<file path="config.mk">
export PLATFORM = sky130hd
export DESIGN_NAME = watch_digit_counter_flat
export DESIGN_NICKNAME = d
export VERILOG_FILES = /design/src/rtl/watch_pkg.sv /design/src/rtl/watch_digit_counter_if.sv /design/src/rtl/watch_digit_term.sv /design/src/rtl/watch_digit_counter.sv /design/src/flat_wrapper.sv
export SDC_FILE = /design/constraint.sdc
export NUM_CORES = 1
export LEC_CHECK = 0
export CAP_MARGIN = 30
export CELL_PAD_IN_SITES_DETAIL_PLACEMENT = 2
export CELL_PAD_IN_SITES_GLOBAL_PLACEMENT = 2
export CORE_MARGIN = 2
export CORE_UTILIZATION = 30
export DETAILED_ROUTE_END_ITERATION = 8
export PLACE_DENSITY = 0.85
export SLEW_MARGIN = 20
export SYNTH_ARGS = -nofsm -noshare
export SYNTH_HDL_FRONTEND = slang
export SYNTH_SLANG_ARGS = --single-unit
export TNS_END_PERCENT = 20
</file>
<file path="constraint.sdc">
create_clock -name clk_i -period 5.15 [get_ports clk_i]
set_input_delay 0.515 -clock clk_i [delete_from_list [all_inputs] [get_ports clk_i]]
set_output_delay 0.515 -clock clk_i [all_outputs]
set_load 0.005 [all_outputs]
</file>
<file path="src/rtl/watch_pkg.sv">
// Shared constants and types for the watch time-chain digit counters.
package watch_pkg;

    localparam int unsigned DIGIT_W        = 4;
    localparam int unsigned MOD_SEC_UNITS  = 10;
    localparam int unsigned MOD_SEC_TENS   = 6;
    localparam int unsigned MOD_HR_UNITS   = 10;
    localparam int unsigned MOD_HR_TENS    = 3;
    localparam int unsigned HR24_UNITS_LIM = 3;

    // Action selected for the current cycle, in priority order load > tick > hold.
    typedef enum logic [2:0] {
        STEP_HOLD,
        STEP_LOAD,
        STEP_UP,
        STEP_UP_WRAP,
        STEP_DOWN,
        STEP_DOWN_WRAP,
        STEP_DOWN_CLAMP
    } step_e;

endpackage : watch_pkg

</file>
<file path="src/rtl/watch_digit_counter_if.sv">
// Control and result bundle of one watch digit counter.
interface watch_digit_counter_if #(
    parameter int unsigned WIDTH = 4
);

    logic             tick_i;
    logic             dir_i;
    logic             load_i;
    logic [WIDTH-1:0] ival_i;
    logic [WIDTH-1:0] lim_i;
    logic [WIDTH-1:0] segment_o;
    logic             carry_o;
    logic             borrow_o;
    logic             clkdiv_o;

    modport master (
        output tick_i, dir_i, load_i, ival_i, lim_i,
        input  segment_o, carry_o, borrow_o, clkdiv_o
    );

    modport slave (
        input  tick_i, dir_i, load_i, ival_i, lim_i,
        output segment_o, carry_o, borrow_o, clkdiv_o
    );

endinterface : watch_digit_counter_if

</file>
<file path="src/rtl/watch_digit_term.sv">
// Terminal value T = min(lim, MODULO-1) and the count-versus-terminal flags.
module watch_digit_term
    import watch_pkg::*;
#(
    parameter int unsigned WIDTH  = DIGIT_W,
    parameter int unsigned MODULO = MOD_SEC_UNITS
) (
    input  logic [WIDTH-1:0] count,
    input  logic [WIDTH-1:0] lim,
    output logic [WIDTH-1:0] term_c,
    output logic             at_term_c,
    output logic             above_term_c,
    output logic             at_zero_c
);

    localparam logic [WIDTH-1:0] MAX_T = WIDTH'(MODULO - 1);

    // at_term_c is ">=" so a count stranded above a lowered limit still wraps on up-ticks.
    always_comb begin
        term_c       = (lim < MAX_T) ? lim : MAX_T;
        at_term_c    = (count >= term_c);
        above_term_c = (count > term_c);
        at_zero_c    = (count == '0);
    end

endmodule : watch_digit_term

</file>
<file path="src/rtl/watch_digit_counter.sv">
// Modulo-N up/down digit counter with load, runtime limit, carry/borrow and divided clock.
module watch_digit_counter
    import watch_pkg::*;
#(
    parameter int unsigned WIDTH      = DIGIT_W,
    parameter int unsigned MODULO     = MOD_SEC_UNITS,
    parameter int unsigned HALF       = MODULO / 2,
    parameter logic        CLKDIV_RST = 1'b1
) (
    input  logic                  clk_i,
    input  logic                  rst_ni,
    watch_digit_counter_if.slave  bus
);

    localparam logic [WIDTH-1:0] HALF_W  = WIDTH'(HALF);
    localparam logic [WIDTH-1:0] HALF_M1 = WIDTH'(HALF - 1);

    logic [WIDTH-1:0] count_q, count_d;
    logic             carry_q, carry_d;
    logic             borrow_q, borrow_d;
    logic             div_q, div_d;

    logic [WIDTH-1:0] term_c;
    logic             at_term_c;
    logic             above_term_c;
    logic             at_zero_c;
    logic             ival_ok_c;
    step_e            step_c;

    watch_digit_term #(
        .WIDTH  (WIDTH),
        .MODULO (MODULO)
    ) u_term (
        .count        (count_q),
        .lim          (bus.lim_i),
        .term_c       (term_c),
        .at_term_c    (at_term_c),
        .above_term_c (above_term_c),
        .at_zero_c    (at_zero_c)
    );

    assign ival_ok_c = (bus.ival_i <= term_c);

    // Decode the cycle's action.
    always_comb begin
        step_c = STEP_HOLD;
        if (bus.load_i) begin
            step_c = STEP_LOAD;
        end else if (bus.tick_i) begin
            if (!bus.dir_i) begin
                step_c = at_term_c ? STEP_UP_WRAP : STEP_UP;
            end else if (at_zero_c) begin
                step_c = STEP_DOWN_WRAP;
            end else if (above_term_c) begin
                step_c = STEP_DOWN_CLAMP;
            end else begin
                step_c = STEP_DOWN;
            end
        end
    end

    // Next-state values; pulses default low so they last exactly one cycle.
    always_comb begin
        count_d  = count_q;
        carry_d  = 1'b0;
        borrow_d = 1'b0;
        div_d    = div_q;
        unique case (step_c)
            STEP_LOAD: begin
                count_d = ival_ok_c ? bus.ival_i : '0;
            end
            STEP_UP: begin
                count_d = count_q + WIDTH'(1);
                if (count_q == HALF_M1) div_d = ~div_q;
            end
            STEP_UP_WRAP: begin
                count_d = '0;
                carry_d = 1'b1;
                div_d   = ~div_q;
            end
            STEP_DOWN: begin
                count_d = count_q - WIDTH'(1);
                if (count_q == HALF_W) div_d = ~div_q;
            end
            STEP_DOWN_WRAP: begin
                count_d  = term_c;
                borrow_d = 1'b1;
                div_d    = ~div_q;
            end
            STEP_DOWN_CLAMP: begin
                count_d = term_c;
                if (count_q == HALF_W) div_d = ~div_q;
            end
            default: begin
                count_d = count_q;
            end
        endcase
    end

    always_ff @(posedge clk_i or negedge rst_ni) begin
        if (!rst_ni) begin
            count_q  <= '0;
            carry_q  <= 1'b0;
            borrow_q <= 1'b0;
            div_q    <= CLKDIV_RST;
        end else begin
            count_q  <= count_d;
            carry_q  <= carry_d;
            borrow_q <= borrow_d;
            div_q    <= div_d;
        end
    end

    assign bus.segment_o = count_q;
    assign bus.carry_o   = carry_q;
    assign bus.borrow_o  = borrow_q;
    assign bus.clkdiv_o  = div_q;

endmodule : watch_digit_counter

</file>
<file path="src/flat_wrapper.sv">
// flat-port wrapper written by rule: the top's interface ports become plain ports
module watch_digit_counter_flat import watch_pkg::*;
#(
    parameter int unsigned WIDTH      = DIGIT_W,
    parameter int unsigned MODULO     = MOD_SEC_UNITS,
    parameter int unsigned HALF       = MODULO / 2,
    parameter logic        CLKDIV_RST = 1'b1
)
  (clk_i, rst_ni, bus_tick_i, bus_dir_i, bus_load_i, bus_ival_i, bus_lim_i, bus_segment_o, bus_carry_o, bus_borrow_o, bus_clkdiv_o);
  watch_digit_counter_if #(.WIDTH(WIDTH)) bus_i ();
  input  logic clk_i;
  input  logic rst_ni;
  input wire logic [$bits(bus_i.tick_i)-1:0] bus_tick_i;
  input wire logic [$bits(bus_i.dir_i)-1:0] bus_dir_i;
  input wire logic [$bits(bus_i.load_i)-1:0] bus_load_i;
  input wire logic [$bits(bus_i.ival_i)-1:0] bus_ival_i;
  input wire logic [$bits(bus_i.lim_i)-1:0] bus_lim_i;
  output wire logic [$bits(bus_i.segment_o)-1:0] bus_segment_o;
  output wire logic [$bits(bus_i.carry_o)-1:0] bus_carry_o;
  output wire logic [$bits(bus_i.borrow_o)-1:0] bus_borrow_o;
  output wire logic [$bits(bus_i.clkdiv_o)-1:0] bus_clkdiv_o;
  assign bus_i.tick_i = bus_tick_i;
  assign bus_i.dir_i = bus_dir_i;
  assign bus_i.load_i = bus_load_i;
  assign bus_i.ival_i = bus_ival_i;
  assign bus_i.lim_i = bus_lim_i;
  assign bus_segment_o = bus_i.segment_o;
  assign bus_carry_o = bus_i.carry_o;
  assign bus_borrow_o = bus_i.borrow_o;
  assign bus_clkdiv_o = bus_i.clkdiv_o;
  watch_digit_counter #(.WIDTH(WIDTH), .MODULO(MODULO), .HALF(HALF), .CLKDIV_RST(CLKDIV_RST)) u_core (.clk_i(clk_i), .rst_ni(rst_ni), .bus(bus_i));
endmodule
</file>
**Word-level counts from Yosys, hierarchy flattened**

Cells that the tools add are included.

- Bits in registers: 7
- Output and inout port bits: 7

- $add $sub $neg: 2
- Magnitude comparators: 4
- Equal/unequal tests: 10
- Mux-type cells: 14
- Bitwise logic cells: 1
- Reductions and logical operators: 7

Operators by type and width:

| operator | number |
|---|---|
| 4-bit one-hot mux with 5 select lines | 1 |
| 3-bit two-way mux | 4 |
| 3-bit == test (second input constant) | 3 |
| 4-bit by 3-bit == test with 1-bit output (second input constant) | 2 |
| 4-bit two-way mux | 2 |
| 3-bit by 2-bit == test with 1-bit output (second input constant) | 2 |
| 2-bit OR reduction | 3 |
| 1-bit two-way mux | 5 |
| 5-bit nonzero test | 1 |
| 4-bit by 1-bit adder with 4-bit output (second input constant) | 1 |
| 4-bit >= comparator | 1 |
| 4-bit greater-than comparator | 1 |
| 4-bit <= comparator | 1 |
| 4-bit logical NOT | 1 |
| 4-bit < comparator (second input constant) | 1 |
| 2-bit by 1-bit inequality test with 1-bit output (second input constant) | 2 |
| 4-bit by 1-bit subtractor with 4-bit output (second input constant) | 1 |
| 3-bit by 1-bit == test with 1-bit output (second input constant) | 1 |
| 1-bit one-hot mux with 3 select lines | 1 |
| 3-bit AND reduction | 1 |
| 3-bit nonzero test | 1 |
| 2-bit two-way mux | 1 |
| 1-bit NOT | 1 |

**Depth between registers and ports, before layout**

Gate-level depths: netlist of run 1.

- Depth after elaboration: 12
- Mapped depth: 13

**Cells and area by module**

From an unflattened synthesis of run 1, not the netlist that was laid out.

- Cells, all modules: 93
- Area, all modules: 758.2 µm²

Modules (own cells, without submodules):

| module | instances | cells each | area an instance (µm²) | seq. area each (µm²) |
|---|---|---|---|---|
| watch_digit_counter | 1 | 70 | 613.1 | 176.4 |
| watch_digit_term | 1 | 23 | 145.1 | 0.0 |

**Worst setup path after synthesis of run 1**

Ideal clock, no wire load.

- Path type: input to register
- From: input port bus_lim_i[3]
- To: register u_core.count_q[3] (netlist: u_core.bus.segment_o[3])
- Setup time: 104 ps
- Arrival time: 2891 ps
- Path slack: 2155 ps
- Stages: 13
- Path buffers: 0
- Path through: inv_1 > nand2_1 > ha_1 > and2b_2 > o211ai_2 > a21bo_2 > and4_1 > ha_1 > a21o_2 > a21oi_1 > xnor2_1 > a31oi_1 > a221oi_1

- Longest elaborated chain between the ends: 11

Ends and longest elaborated chain:

| element | RTL line | text |
|---|---|---|
| start, declared | flat_wrapper.sv:17 | `input wire logic [$bits(bus_i.lim_i)-1:0] bus_lim_i;` |
| 4-bit < comparator | watch_digit_term.sv:20 | `term_c = (lim < MAX_T) ? lim : MAX_T;` |
| 4-bit two-way mux (*) | watch_digit_term.sv:20 |  |
| 4-bit greater-than comparator | watch_digit_term.sv:22 | `above_term_c = (count > term_c);` |
| 2-bit two-way mux | watch_digit_counter.sv:54 | `end else if (above_term_c) begin` |
| 3-bit two-way mux | watch_digit_counter.sv:52 | `end else if (at_zero_c) begin` |
| 3-bit two-way mux | watch_digit_counter.sv:50 | `if (!bus.dir_i) begin` |
| 3-bit two-way mux | watch_digit_counter.sv:49 | `end else if (bus.tick_i) begin` |
| 3-bit two-way mux | watch_digit_counter.sv:47 | `if (bus.load_i) begin` |
| 3-bit == test | watch_digit_counter.sv:68 | `unique case (step_c)` |
| 2-bit OR reduction (no line) | -- |  |
| 4-bit one-hot mux with 5 select lines / 5-bit nonzero test (equally long branches) | -- |  |
| end signal, assigned | watch_digit_counter.sv:107 | `count_q <= count_d;` |
| end, declared | watch_digit_counter.sv:18 | `logic [WIDTH-1:0] count_q, count_d;` |

Every way passes the cells marked *; elsewhere a longest branch is shown, timed or not.
A chain may end at the register's enable or synchronous reset.

**Final worst setup path of run 1**

Ends and elaborated chain as after synthesis.

==> metrics.yaml, run 1 <==
sta:
  worst_slew_pin_slew_ps: 445
  slew_viol_final: 0
  hold_viol_final: 0
  whs_ps: 499
  fmaxAchievable_ghz: 0.281
  min_period_ps: 3560
  relSlewSlack_pct: 70.3
  setup_viol: 0
  finalSetupTns_ps: 0
  rsz0062_at_grt: "false"
  skew_ps: 1.07
  finalWorstSetupSlack_ps: 1590
  period_share_pct: 69.1
clocking:
  cts_buffers: 3
  cts_max_level: 1
  clk_pin_slew_ps: 50
  cts_tree: "built"
  cts_resized: 0
  cts_setup_buffers: 0
  ctsHoldBuffers: 0
  cts-root-buf: "clkbuf_4"
  clk_latency_ps: 260
  clk_path_buf_depth: 2
  clkSinkCount: 7
routing:
  vias: 716
  drtIter0Drc: 1
  drt_first_pass_iters: 2
  post_drt_via_cell_ratio: 5.42
  wl_per_cell_um: 18.2
  drtAntennaViolNets: 0
  drc: 0
  routed_wl_um: 2410
global_routing:
  overflow: 0
  grt_pass1_wl_um: 3900
  antenna_found_initial: 0
  first_global_vias: 770
  grt_max_degree: 11
  groute.usage.overall_pct: 18.9
worst_setup_path:
  required_ps: 5290
  max_stage_delay_ps: 440
  path_cells: "clkdlybuf4s50_1, inv_1, nand2_1, ha_1, and2b_2, o211ai_2, a21bo_2, and4_1, ha_1, a21o_2, a21oi_1, xnor2_1, a31oi_1, a221oi_1"
  r2r-start: "u_core.bus.segment_o[1]"
  critPathTopFamily: "compound AO/OA/AOI/OAI gates"
  path_buf_inv: 2
  regToRegEndpoint: "u_core.bus.segment_o[3]"
  crit_type: "in -> reg"
  r2r_cells: 11
  worst_ep_arrival_time_ps: 3710
  crit_path_max_fanout: 6
  cp_common_cell: "ha_1"
  worstSetupEndpointType: "flip-flop"
  critPathSlowestCell: "clkdlybuf4s50_1"
  rrSetupSlack_ps: 1970
  start_kind: "primary input"
layout:
  drive_gt1_share_pct: 13.7
  fin_util_pct: 40.7
  area_growth_pct: 30.1
  nets: 127
  nFillCells: 269
  layout_common_cells: "clkdlybuf4s50_1 (19), ha_1 (10), nand2_1 (8)"
  final_common_cell: "clkdlybuf4s50_1"
  insertedDiodeCount: 0
  final_cells: 132
synth:
  ys_seq_area_share_pct: 23.2
  netlist_area_sq_um: 761
  yosysUniqueCellTypes: 32
  synth_fp_nets: 105
  syn_avg_cell_area_sq_um: 9.39
  syn_inst: 81
  yosysWarnings: 0
  ys_ff_latch: 7
floorplan:
  fp.dieW_um: 54.4
  die-area_sq_mm: 0.00295
  core-area_sq_mm: 0.00243
  num_rows: 18
  io_pins: 20
  start_util_pct: 31.3
  chipHeight_um: 54.4
power:
  power_frac_clock_pct: 18.1
  ir_worst_vdd_mv: 0.147
  powerDensity_mw_per_mm2: 286
  comb_power_share_pct: 49.7
  swShare_pct: 40.0
  switching_power_mw: 0.113
  power.internal_mw: 0.170
  power_frac_seq_pct: 32.3
  power.leakage_nw: 0.405
placed_design:
  io_buffers: 19
  gp_congestion: 0.814
  placedCellCount: 128
  pre_cts_ws_ps: 1300
  hpwl_um: 2030
worst_hold_path:
  hold_depth: 1
  hp-class: "reg -> reg"
  worst_hold_path.endpoint: "u_core.bus.clkdiv_o"
  hp-start: "u_core.bus.clkdiv_o"
flow_run:
  cap_viol_max_count: 0
run_status:
  status: "completed"
==> cells by family (layout without fill, tap and decap cells) <==
family | count (synthesis) | after routing | synth area share (%)
DFF | 7 | 7 | 23.2
adders and majority gates | 11 | 11 | 19.1
AOI/OAI and AO/OA | 23 | 23 | 25.0
and+or+nand+nor | 30 | 30 | 22.2
xor gates and xnor gates | 5 | 5 | 5.76
buffers and inverters | 5 | 26 | 4.77
==> power groups by stage <==
stage                     sequential [mW]  clock (mW)  combinational, mW
after floorplan                    0.0870           0             0.0844
after global placement             0.0915           0              0.131
after detailed placement           0.0932           0              0.141
after CTS                          0.0920      0.0531              0.142
after global routing               0.0940      0.0586              0.155
final                              0.0914      0.0513              0.141
==> layout make-up <==
cell class / count / area [sq um] / share of cell area, %
inverters: 3 / 11.3 / 1.14
multi-input cells: 69 / 548 / 55.4
flip-flops and latches: 7 / 176 / 17.8
well taps: 30 / 37.5 / 3.79
clock buffers: 4 / 26.3 / 2.65
repair buffers: 19 / 190 / 19.2
==> flip-flops by register name, indices dropped and copies added (netlist names) <==
name	flops
u_core.bus.borrow_o	1
u_core.bus.carry_o	1
u_core.bus.clkdiv_o	1
u_core.bus.segment_o	4
==> how the worst max path moves through the flow <==
stage,start,cells past startpoint,slack [ps],end
floorplan,bus_lim_i[3],13,2160,u_core.bus.segment_o[3]
global placement,bus_lim_i[3],14,1490,u_core.bus.segment_o[3]
detailed placement,bus_lim_i[3],14,1300,u_core.bus.segment_o[3]
CTS,bus_lim_i[3],14,1560,u_core.bus.segment_o[3]
global route,bus_lim_i[3],14,1400,u_core.bus.segment_o[3]
finish,bus_lim_i[3],14,1590,u_core.bus.segment_o[3]
==> stage by stage <==
step | power [mW] | area, sq um
after floorplan | 0.171 | 761
after global placement | 0.223 | 963
after detailed placement | 0.235 | 963
after CTS | 0.287 | 990
after global routing | 0.307 | 990
final | 0.283 | 990
==> worst reg2reg max path: stages (launching register included) <==
cell      delay [ps]
dfrtp_1          580
ha_1             320
and2b_2          210
o211ai_2         250
a21bo_2          230
and4_1           280
ha_1             250
a21o_2           210
a21oi_1          170
xnor2_1          150
a31oi_1          110
a221oi_1         310
==> synthesized netlist by cell type <==
| library cell | count | area share [%] |
|---|---|---|
| nor2_1 | 4 | 2.0 |
| a31oi_4 | 1 | 2.8 |
| fa_1 | 1 | 2.6 |
| nand2b_1 | 2 | 1.6 |
| dfrtp_1 | 6 | 20 |
| a21bo_2 | 1 | 1.3 |
| and2b_2 | 1 | 1.2 |
| o211ai_2 | 1 | 1.6 |
| and3_2 | 1 | 0.99 |
| dfstp_2 | 1 | 3.5 |
| and4_1 | 1 | 1.2 |
| ha_1 | 10 | 16 |
| nor4_4 | 1 | 2.8 |
| a221oi_2 | 2 | 3.9 |
| a21o_1 | 1 | 0.99 |
| a221oi_1 | 2 | 2.3 |
| buf_6 | 1 | 1.5 |
| clkbuf_8 | 1 | 1.8 |
| nor3_1 | 4 | 2.6 |
| inv_1 | 3 | 1.5 |
| a311oi_1 | 1 | 1.2 |
| xor2_1 | 2 | 2.3 |
| nor2b_1 | 2 | 1.6 |
| a21o_2 | 1 | 1.2 |
| nand3_1 | 4 | 2.6 |
| o21ai_0 | 4 | 2.6 |
| a31oi_1 | 4 | 3.3 |
| nand4_1 | 2 | 1.6 |
| a21oi_1 | 4 | 2.6 |
| xnor2_1 | 3 | 3.5 |
| nand2_1 | 8 | 3.9 |
| o21ai_2 | 1 | 1.2 |
==> per-layer routing <==
| layer | vias to the layer above | routed length [um] | GRT usage (%) |
|---|---|---|---|
| met5 | - | 0 | 0 |
| met1 | 355 | 1110 | 25.0 |
| met4 | 0 | 19 | 7.50 |
| met2 | 9 | 1250 | 31.9 |
| met3 | 2 | 27 | 0.820 |
| li1 | 350 | - | - |
(Power assumes the default switching activity.)
==> run 2: changes to the inputs <==
--- a/config.mk
+++ b/config.mk
@@ -9,9 +9,9 @@
 export CELL_PAD_IN_SITES_DETAIL_PLACEMENT = 2
 export CELL_PAD_IN_SITES_GLOBAL_PLACEMENT = 2
 export CORE_MARGIN = 2
-export CORE_UTILIZATION = 30
+export CORE_UTILIZATION = 25
 export DETAILED_ROUTE_END_ITERATION = 8
-export PLACE_DENSITY = 0.85
+export PLACE_DENSITY = 0.76
 export SLEW_MARGIN = 20
 export SYNTH_ARGS = -nofsm -noshare
 export SYNTH_HDL_FRONTEND = slang
==> constraint.sdc (replaced) <==
create_clock -name clk_i -period 2.95 [get_ports clk_i]
set_input_delay 0.295 -clock clk_i [delete_from_list [all_inputs] [get_ports clk_i]]
set_output_delay 0.295 -clock clk_i [all_outputs]
set_load 0.005 [all_outputs]
==> run 2 against run 1 <==
Against the previous run: count of clock-buffer cells in the layout unchanged; final area up 22%; sequential share of layout area down 3.2 points; global-route usage down 2.0 points; combinational power up 140%; worst hold slack worse by 200 ps.
==> metrics.yaml, run 2 (synthesis results as in run 1) <==
clocking:
  ctsHoldBuffers: 0
  cts_buffers: 3
  clk_pin_slew_ps: 50
  cts_tree: "built"
  clkSinkCount: 7
  clk_latency_ps: 260
  clk_path_buf_depth: 2
  cts_max_level: 1
  cts-root-buf: "clkbuf_4"
layout:
  fin_area_sq_mm: 0.00120
  largest_register_ffs: 4
  insertedDiodeCount: 0
  nets: 150
  layout_common_cells: "buf_4 (23), clkdlybuf4s50_1 (16), nand2_1 (8), ha_1 (8), dfrtp_1 (6)"
  area_growth_pct: 58.2
  fin_util_pct: 40.4
  final_common_cell: "buf_4"
  nFillCells: 335
  final_cells: 158
  drive_gt1_share_pct: 34.4
worst_setup_path:
  required_ps: 3110
  path_buf_inv: 1
  start_kind: "primary input"
  max_stage_delay_ps: 450
  critPathTopFamily: "compound AO/OA/AOI/OAI gates"
  critPathSlowestCell: "clkdlybuf4s50_1"
  worst_ep_arrival_time_ps: 2970
  worstSetupEndpointType: "flip-flop"
  crit_path_max_fanout: 2
  crit_type: "in -> reg"
  cp_common_cell: "ha_1"
  path_cells: "clkdlybuf4s50_1, nand2b_1, ha_1, and2b_2, o211ai_2, a21bo_2, and4_4, ha_1, a21o_2, a21oi_2, xnor2_1, a31oi_1, a221oi_2"
sta:
  worst_slew_pin_slew_ps: 327
  finalWorstSetupSlack_ps: 140
  hold_viol_final: 0
  skew_ps: 2.90
  min_period_ps: 2810
  relSlewSlack_pct: 78.1
  slew_viol_final: 0
  rsz0062_at_grt: "false"
  period_share_pct: 95.3
  whs_ps: 295
  setup_viol: 0
  finalSetupTns_ps: 0
  fmaxAchievable_ghz: 0.356
global_routing:
  groute.usage.overall_pct: 16.9
  grt_pass1_wl_um: 4320
  overflow: 0
  grt_max_degree: 10
  first_global_vias: 893
  antenna_found_initial: 0
routing:
  drc: 0
  drtAntennaViolNets: 0
  routed_wl_um: 2670
  wl_per_cell_um: 16.9
  vias: 817
  drt_first_pass_iters: 4
  drtIter0Drc: 8
  post_drt_via_cell_ratio: 5.17
power:
  finalPower_mw: 0.565
  power_frac_clock_pct: 15.7
  power_frac_seq_pct: 23.9
  power.leakage_nw: 0.528
  comb_power_share_pct: 60.4
  switching_power_mw: 0.212
  swShare_pct: 37.6
  ir_worst_vdd_mv: 0.104
  power.internal_mw: 0.352
  powerDensity_mw_per_mm2: 469
floorplan:
  io_pins: 20
  die-area_sq_mm: 0.00350
  start_util_pct: 25.5
  chipHeight_um: 59.2
  fp.dieW_um: 59.2
  core-area_sq_mm: 0.00298
  num_rows: 20
worst_hold_path:
  hp-class: "in -> async"
placed_design:
  gp_congestion: 0.776
  placed_cell_area_sq_mm: 0.00111
  placedCellCount: 150
  pre_cts_ws_ps: -531
  io_buffers: 19
  hpwl_um: 2180
run_status:
  status: "completed"
flow_run:
  cap_viol_max_count: 0
-- run 2: changes by cell type in the layout (fill, tap and decap cells not counted), moves of 2 or more --
cell / change
ha_4: +2
buf_4: +23
clkdlybuf4s50_1: -3
ha_1: -2
dlygate4sd2_1: +2
-- run 2: layer usage --
layer / track usage, % / routed length (um)
met5: 0 / 0
met4: 7.79 / 51
met3: 2.84 / 68
met2: 30.5 / 1380
met1: 19.2 / 1170
-- run 2: cell type report --
class                           instances  area, sq um  share of cell area (%)
Sequential cell                         7          176                    14.7
Multi-Input combinational cell         69          586                    48.6
Clock buffer                            4         26.3                    2.18
Tap cell                               33         41.3                    3.43
Inverter                                3         11.3                   0.936
Timing Repair Buffer                   42          363                    30.1
-- run 2: power groups by stage --
stage	clock (mW)	combinational, mW	sequential, mW
2_1_floorplan	0	0.147	0.152
3_3_place_gp	0	0.302	0.132
3_5_place_dp	0	0.316	0.134
4_1_cts	0.0915	0.333	0.132
5_1_grt	0.0962	0.376	0.137
6_report	0.0884	0.341	0.135
-- run 2: timing repair --
action / CTS / global route
resized for setup: 6 / 4
setup buffers: 3 / 1
setup endpoints to repair: 2 / 1
pin swaps: 4 / 5
-- run 2: worst paths after layout --
kind	from	to	slack (ps)	cells past startpoint
min	rst_ni	u_core.bus.segment_o[3]	300	1
min in group clk_i	u_core.bus.clkdiv_o	u_core.bus.clkdiv_o	490	1
max	bus_lim_i[0]	u_core.bus.segment_o[3]	140	13
max in group asynchronous	rst_ni	u_core.bus.clkdiv_o	2360	1
min reg2reg	u_core.bus.clkdiv_o	u_core.bus.clkdiv_o	490	1
max reg2reg	u_core.bus.segment_o[0]	u_core.bus.segment_o[3]	250	12
